## config.mk

```make
export PLATFORM = sky130hd
export DESIGN_NAME = shift_unit_seq_flat
export DESIGN_NICKNAME = d
export VERILOG_FILES = /design/src/rtl/shift_unit_seq_pkg.sv /design/src/rtl/shift_unit_seq_if.sv /design/src/rtl/shift_unit_seq_shift_stage.sv /design/src/rtl/shift_unit_seq.sv /design/src/flat_wrapper.sv
export SDC_FILE = /design/constraint.sdc
export NUM_CORES = 1
export LEC_CHECK = 0
export ABC_AREA = 1
export BUFFER_PORTS_ARGS = -buffer_cell sky130_fd_sc_hd__buf_2
export CAP_MARGIN = 25
export CORE_MARGIN = 2
export CORE_UTILIZATION = 35
export CTS_CLUSTER_SIZE = 40
export DETAILED_ROUTE_END_ITERATION = 8
export PLACE_DENSITY = 0.61
export SKIP_LAST_GASP = 1
export SLEW_MARGIN = 25
export SYNTH_ARGS = -nofsm -noshare
export SYNTH_HDL_FRONTEND = slang
export SYNTH_SLANG_ARGS = --single-unit
```

## constraint.sdc

```tcl
create_clock -name clock -period 2.3 [get_ports clock]
set_input_delay 0.575 -clock clock [delete_from_list [all_inputs] [get_ports clock]]
set_output_delay 0.575 -clock clock [all_outputs]
set_load 0.02 [all_outputs]
```

## src/rtl/shift_unit_seq_pkg.sv

```systemverilog
// Shared constants, op encodings and FSM state type for the iterative shifter.
package shift_unit_seq_pkg;

  localparam int SU_WIDTH   = 32;
  localparam int SU_SHAMT_W = 5;

  // Op encodings as seen on the op input.
  localparam logic SHIFT_OP_SLL = 1'b0;
  localparam logic SHIFT_OP_SRA = 1'b1;

  // FSM states, exposed on the interface for observation.
  typedef enum logic [1:0] {
    ST_IDLE  = 2'd0,
    ST_SHIFT = 2'd1,
    ST_DONE  = 2'd2
  } su_state_e;

  // Width of the stage index that counts SHAMT_W-1 down to 0.
  function automatic int stage_idx_w(input int shamt_w);
    return (shamt_w > 1) ? $clog2(shamt_w) : 1;
  endfunction

endpackage

```

## src/rtl/shift_unit_seq_if.sv

```systemverilog
// Request/response bundle between the execute stage and the shift unit.
//
// Handshake: the requester drives start together with op/data_in/shamt.
// The unit accepts a request on a rising edge where start=1 and busy=0
// (IDLE or DONE state); operands are captured on that edge and may change
// freely afterwards. start while busy=1 is dropped, not queued. done is a
// single-cycle pulse; result is valid while done=1 and is held until the
// next accepted start. state mirrors the internal FSM for observation.
interface shift_unit_seq_if
  import shift_unit_seq_pkg::*;
#(
  parameter int WIDTH   = SU_WIDTH,
  parameter int SHAMT_W = SU_SHAMT_W
);
  logic               start;
  logic               op;
  logic [WIDTH-1:0]   data_in;
  logic [SHAMT_W-1:0] shamt;
  logic [WIDTH-1:0]   result;
  logic               busy;
  logic               done;
  su_state_e          state;

  // Requester side (execute stage).
  modport master (
    output start, op, data_in, shamt,
    input  result, busy, done, state
  );

  // Shift unit side.
  modport slave (
    input  start, op, data_in, shamt,
    output result, busy, done, state
  );
endinterface

```

## src/rtl/shift_unit_seq_shift_stage.sv

```systemverilog
// One binary-weighted shift stage: shifts by 2^sel when enabled, else passes.
module shift_stage
  import shift_unit_seq_pkg::*;
#(
  parameter int WIDTH   = SU_WIDTH,
  parameter int SHAMT_W = SU_SHAMT_W,
  parameter int SEL_W   = stage_idx_w(SU_SHAMT_W)
) (
  input  logic [WIDTH-1:0] i_in,
  input  logic             i_op,
  input  logic             i_en,
  input  logic [SEL_W-1:0] i_sel,
  output logic [WIDTH-1:0] o_out
);

  // Stage weight 2^sel; one extra bit so the largest weight fits.
  logic [SHAMT_W:0] w_amt;
  assign w_amt = (SHAMT_W+1)'(1) << i_sel;

  // SRA replicates the current MSB, which is always the captured sign bit.
  always_comb begin
    o_out = i_in;
    if (i_en) begin
      if (i_op == SHIFT_OP_SRA) begin
        o_out = $signed(i_in) >>> w_amt;
      end else begin
        o_out = i_in << w_amt;
      end
    end
  end

endmodule

```

## src/rtl/shift_unit_seq.sv

```systemverilog
// Iterative 32-bit SLL/SRA shifter: one stage per cycle (16,8,4,2,1),
// fixed latency, start/done handshake.
module shift_unit_seq
  import shift_unit_seq_pkg::*;
#(
  parameter int WIDTH   = SU_WIDTH,
  parameter int SHAMT_W = SU_SHAMT_W
) (
  input logic             clock,
  input logic             reset,
  shift_unit_seq_if.slave bus
);

  localparam int K_W = stage_idx_w(SHAMT_W);
  localparam logic [K_W-1:0] K_FIRST = K_W'(SHAMT_W - 1);

  su_state_e          r_state;
  logic [WIDTH-1:0]   r_work;
  logic               r_op;
  logic [SHAMT_W-1:0] r_shamt;
  logic [K_W-1:0]     r_k;
  logic               r_busy;
  logic               r_done;

  logic [WIDTH-1:0]   w_stage_out;
  logic               w_stage_en;
  logic               w_accept;

  // Requests are taken whenever the unit is not mid-shift.
  assign w_accept   = bus.start && (r_state != ST_SHIFT);
  assign w_stage_en = r_shamt[r_k];

  shift_stage #(
    .WIDTH   (WIDTH),
    .SHAMT_W (SHAMT_W),
    .SEL_W   (K_W)
  ) u_stage (
    .i_in  (r_work),
    .i_op  (r_op),
    .i_en  (w_stage_en),
    .i_sel (r_k),
    .o_out (w_stage_out)
  );

  // Control FSM with capture, stage counter and registered busy/done.
  always_ff @(posedge clock) begin
    if (reset) begin
      r_state <= ST_IDLE;
      r_work  <= '0;
      r_op    <= SHIFT_OP_SLL;
      r_shamt <= '0;
      r_k     <= '0;
      r_busy  <= 1'b0;
      r_done  <= 1'b0;
    end else begin
      case (r_state)
        ST_IDLE, ST_DONE: begin
          r_done <= 1'b0;
          if (w_accept) begin
            r_state <= ST_SHIFT;
            r_work  <= bus.data_in;
            r_op    <= bus.op;
            r_shamt <= bus.shamt;
            r_k     <= K_FIRST;
            r_busy  <= 1'b1;
          end else begin
            r_state <= ST_IDLE;
            r_busy  <= 1'b0;
          end
        end
        ST_SHIFT: begin
          r_work <= w_stage_out;
          if (r_k == '0) begin
            r_state <= ST_DONE;
            r_busy  <= 1'b0;
            r_done  <= 1'b1;
          end else begin
            r_k <= r_k - 1'b1;
          end
        end
        default: begin
          r_state <= ST_IDLE;
          r_busy  <= 1'b0;
          r_done  <= 1'b0;
        end
      endcase
    end
  end

  assign bus.result = r_work;
  assign bus.busy   = r_busy;
  assign bus.done   = r_done;
  assign bus.state  = r_state;

endmodule

```

## src/flat_wrapper.sv

```systemverilog
// flat-port wrapper written by rule: the top's interface ports become plain ports
module shift_unit_seq_flat import shift_unit_seq_pkg::*;
#(
  parameter int WIDTH   = SU_WIDTH,
  parameter int SHAMT_W = SU_SHAMT_W
)
  (clock, reset, bus_start, bus_op, bus_data_in, bus_shamt, bus_result, bus_busy, bus_done, bus_state);
  shift_unit_seq_if #(.WIDTH(WIDTH), .SHAMT_W(SHAMT_W)) bus_i ();
  input logic clock;
  input logic reset;
  input wire logic [$bits(bus_i.start)-1:0] bus_start;
  input wire logic [$bits(bus_i.op)-1:0] bus_op;
  input wire logic [$bits(bus_i.data_in)-1:0] bus_data_in;
  input wire logic [$bits(bus_i.shamt)-1:0] bus_shamt;
  output wire logic [$bits(bus_i.result)-1:0] bus_result;
  output wire logic [$bits(bus_i.busy)-1:0] bus_busy;
  output wire logic [$bits(bus_i.done)-1:0] bus_done;
  output wire logic [$bits(bus_i.state)-1:0] bus_state;
  assign bus_i.start = bus_start;
  assign bus_i.op = bus_op;
  assign bus_i.data_in = bus_data_in;
  assign bus_i.shamt = bus_shamt;
  assign bus_result = bus_i.result;
  assign bus_busy = bus_i.busy;
  assign bus_done = bus_i.done;
  assign bus_state = bus_i.state;
  shift_unit_seq #(.WIDTH(WIDTH), .SHAMT_W(SHAMT_W)) u_core (.clock(clock), .reset(reset), .bus(bus_i));
endmodule
```

==> key figures <==
Clock tree
  – Clock buffer depth: 2
  – CTS Buf Count: 5
  – Insertion delay to the later sink of the worst-skew pair: 0.31 ns
  – Clock transition at path regs: 0.08 ns
  – CTS Root Buffer Type: clkbuf_16
  – H-tree Lvls: 2
  – CTS sink count: 45
  – TritonCTS clock tree: yes
  – Cts hold-fix bufs: 0

Logic synthesis
  – Post-synth top area cell: nand2_1
  – EDFF count, synth: 0
  – Synthesized flop and latch total: 45
  – Syn nets: 1155
  – Synth top area cells: nand2_1 (27%), nand3_1 (24%), dfxtp_1 (15%)
  – Top_reg_cell synth: dfxtp_1
  – Post-synthesis instance total: 1109
  – Commonest cells post-synth: nand2_1 (420), nand3_1 (280), nor2_1 (63), inv_1 (62), a21oi_1 (59)
  – Synth Cell Area: 5863 um2
  – Synth Warn #: 0
  – Post-Syn Area per Cell: 5.287 um2
  – Most frequent cell after synthesis: nand2_1
  – Yosys top cell area share: 26.89%
  – Ys async rst share: 0%
  – Synth unique cells: 36
  – Seq/Total Area, Yosys: 15.36%

Worst setup path
  – Startpoint Class: flip-flop
  – Crit path capture type: flip-flop
  – Max FO, Critical Path: 23
  – Worst Path Required: 2.50 ns
  – Critical path start-end classification: flip-flop to flip-flop
  – CP Data Arrival Time: 2.42 ns

Floorplan
  – Die Y-Extent: 133.4 um
  – Die X: 133.4 um
  – Die area: 17800 um2
  – Core ar.: 16470 um2
  – Rows: 47
  – I/O pins: 77
  – Initial Utilization: 35.61%

Layout
  – Multi-input gate area: 4431 um2
  – Fillers: 1873
  – Register Area: 900.9 um2
  – Layout Nets: 1239
  – Antenna fix cells: 0
  – Layout cells sized above 1: 19.01%
  – P&R area growth vs syn: 22.28%

Power and ir drop
  – Overall power: 4.092 mW
  – Worst VDD drop: 0.3915 mV
  – Power per cell area: 570.7 nW/um2
  – Leak pwr: 3.811 nW

Routing
  – Starting DRT DRC Count: 1371
  – DR WL/cell: 19.41 um
  – DRC: 0
  – Routed WL: 27450 um
  – Via count: 8123
  – Post-route ant nets: 0
  – Pre-antenna DRT Iters: 6
  – Vias per cell: 5.745

Global routing
  – GR peak layer: met2
  – Global-route met2 utilization: 45.45%
  – Number of global-route vias before repair: 7002
  – Met3 usage: 3.767%
  – Initial antenna violation count: 0
  – GR met1 Demand/Resource: 40.81%
  – Largest net degree at the start of global routing: 45
  – First-pass GRT wire length: 39960 um
  – Grt total ovfl: 0
  – GRT Resource Usage Total: 28.97%

Flow run
  – Max-Cap Viols: 0

Status
  – Status: complete, no violations

Place
  – IO buf count: 76
  – Post-DP HPWL: 20600 um
  – Gpl congestion: 1.068

Timing
  – Final Hold Slack: 0.4649 ns
  – RSZ-0062 raised after global routing: yes
  – Highest Clock Rate: 449.9 MHz
  – Worst-margin pin slew: 0.4931 ns
  – Setup violations, final: 0
  – Slew headroom: 67.05%
  – Fin crit period: 2.223 ns
  – Hold Vio Cnt, Final: 0
  – Final Max Slew Viols: 0
  – Final Cycle Share: 96.64%
  – Clock skew: 0.01117 ns

Worst hold path
  – Worst hold-check path type: flip-flop to flip-flop
cell usage in the layout (no fill, tap or decap), types with 10 or more instances in the layout:
| master | n |
|---|---|
| o21ai_0 | 41 |
| buf_4 | 50 |
| nor2_1 | 61 |
| dfxtp_1 | 45 |
| a21oi_1 | 59 |
| nand2_2 | 10 |
| nand3_2 | 31 |
| nand3_1 | 259 |
| buf_2 | 76 |
| nand2_1 | 414 |
| inv_1 | 61 |
| buf_12 | 13 |
path summary, 6_finish.rpt:
path | start | slack [ns] | end | depth (start not counted)
worst min register to register | u_core.bus.busy$_SDFFE_PP0N_ | 0.46 | u_core.bus.busy$_SDFFE_PP0N_ | 1
worst min-delay path | u_core.bus.busy$_SDFFE_PP0N_ | 0.46 | u_core.bus.busy$_SDFFE_PP0N_ | 1
worst max register to register | u_core.r_k[0]$_SDFFE_PP0P_ | 0.08 | u_core.bus.result[25]$_SDFFE_PP0P_ | 15
worst max-delay path | u_core.r_k[0]$_SDFFE_PP0P_ | 0.08 | u_core.bus.result[25]$_SDFFE_PP0P_ | 15
repair_timing:
item | CTS | global route
setup buffers | 0 | 4
gates resized for setup | 1 | 45
setup endpoints to repair | 1 | 32
pin swaps | 0 | 3
cloned | 0 | 4
cell type report:
cell class,instances,area share (%)
Tap cell,220,3.839
Clock inverter,3,0.6806
Clock buffer,5,1.745
Inverter,71,4.031
Multi-Input combinational cell,926,61.80
Timing Repair Buffer,144,15.34
Sequential cell,45,12.57
critical path, stage by stage (launching register included):
cell and delay [ns]:
dfxtp_1 0.36, inv_1 0.09, ha_4 0.18, buf_4 0.15
nand2_1 0.09, inv_2 0.08, nor2_4 0.14, buf_12 0.18
buf_4 0.16, nand2_1 0.06, nor2_1 0.15, nor2_1 0.09
nand2_1 0.12, nand3_1 0.11, nand2_1 0.08, a21oi_1 0.05
where the power goes:
part | switching [mW] | internal, mW
clock network | 0.376 | 0.522
logic | 1.50 | 0.723
registers | 0.117 | 0.858
cells by family after synthesis:
family,Yosys count,synth area share (%)
compound gates,121,11.20
fa+ha+maj,5,1.067
buf+inv,140,12.29
flops,45,15.36
simple gates,798,60.07
metrics by stage:
step                      setup slack, ns  std cells  area [um2]  setup TNS (ns)  util [%]
after floorplan                    0.2903       1109        5863               0         -
after global placement           -0.03546       1398        6680        -0.03546     40.57
after detailed placement         -0.05577       1398        6680        -0.05577     40.57
after CTS                        0.002978       1406        6854               0     41.63
after global routing             -0.02979       1414        7169        -0.03616     43.54
final                             0.07721       1414        7169               0     43.54
routing by layer:
layer,share of wire [%],vias up
met2,43,566
met1,41,3642
met4,4.4,0
met5,0,-
met3,11,82
li1,-,3833
registers in the layout, indices dropped and copies added (netlist names):
register	cells
u_core.r_op	1
u_core.bus.result	32
u_core.r_shamt	5
u_core.bus.done	1
u_core.r_k	3
u_core.bus.state	2
u_core.bus.busy	1
Power figures use the tool's default switching activity.
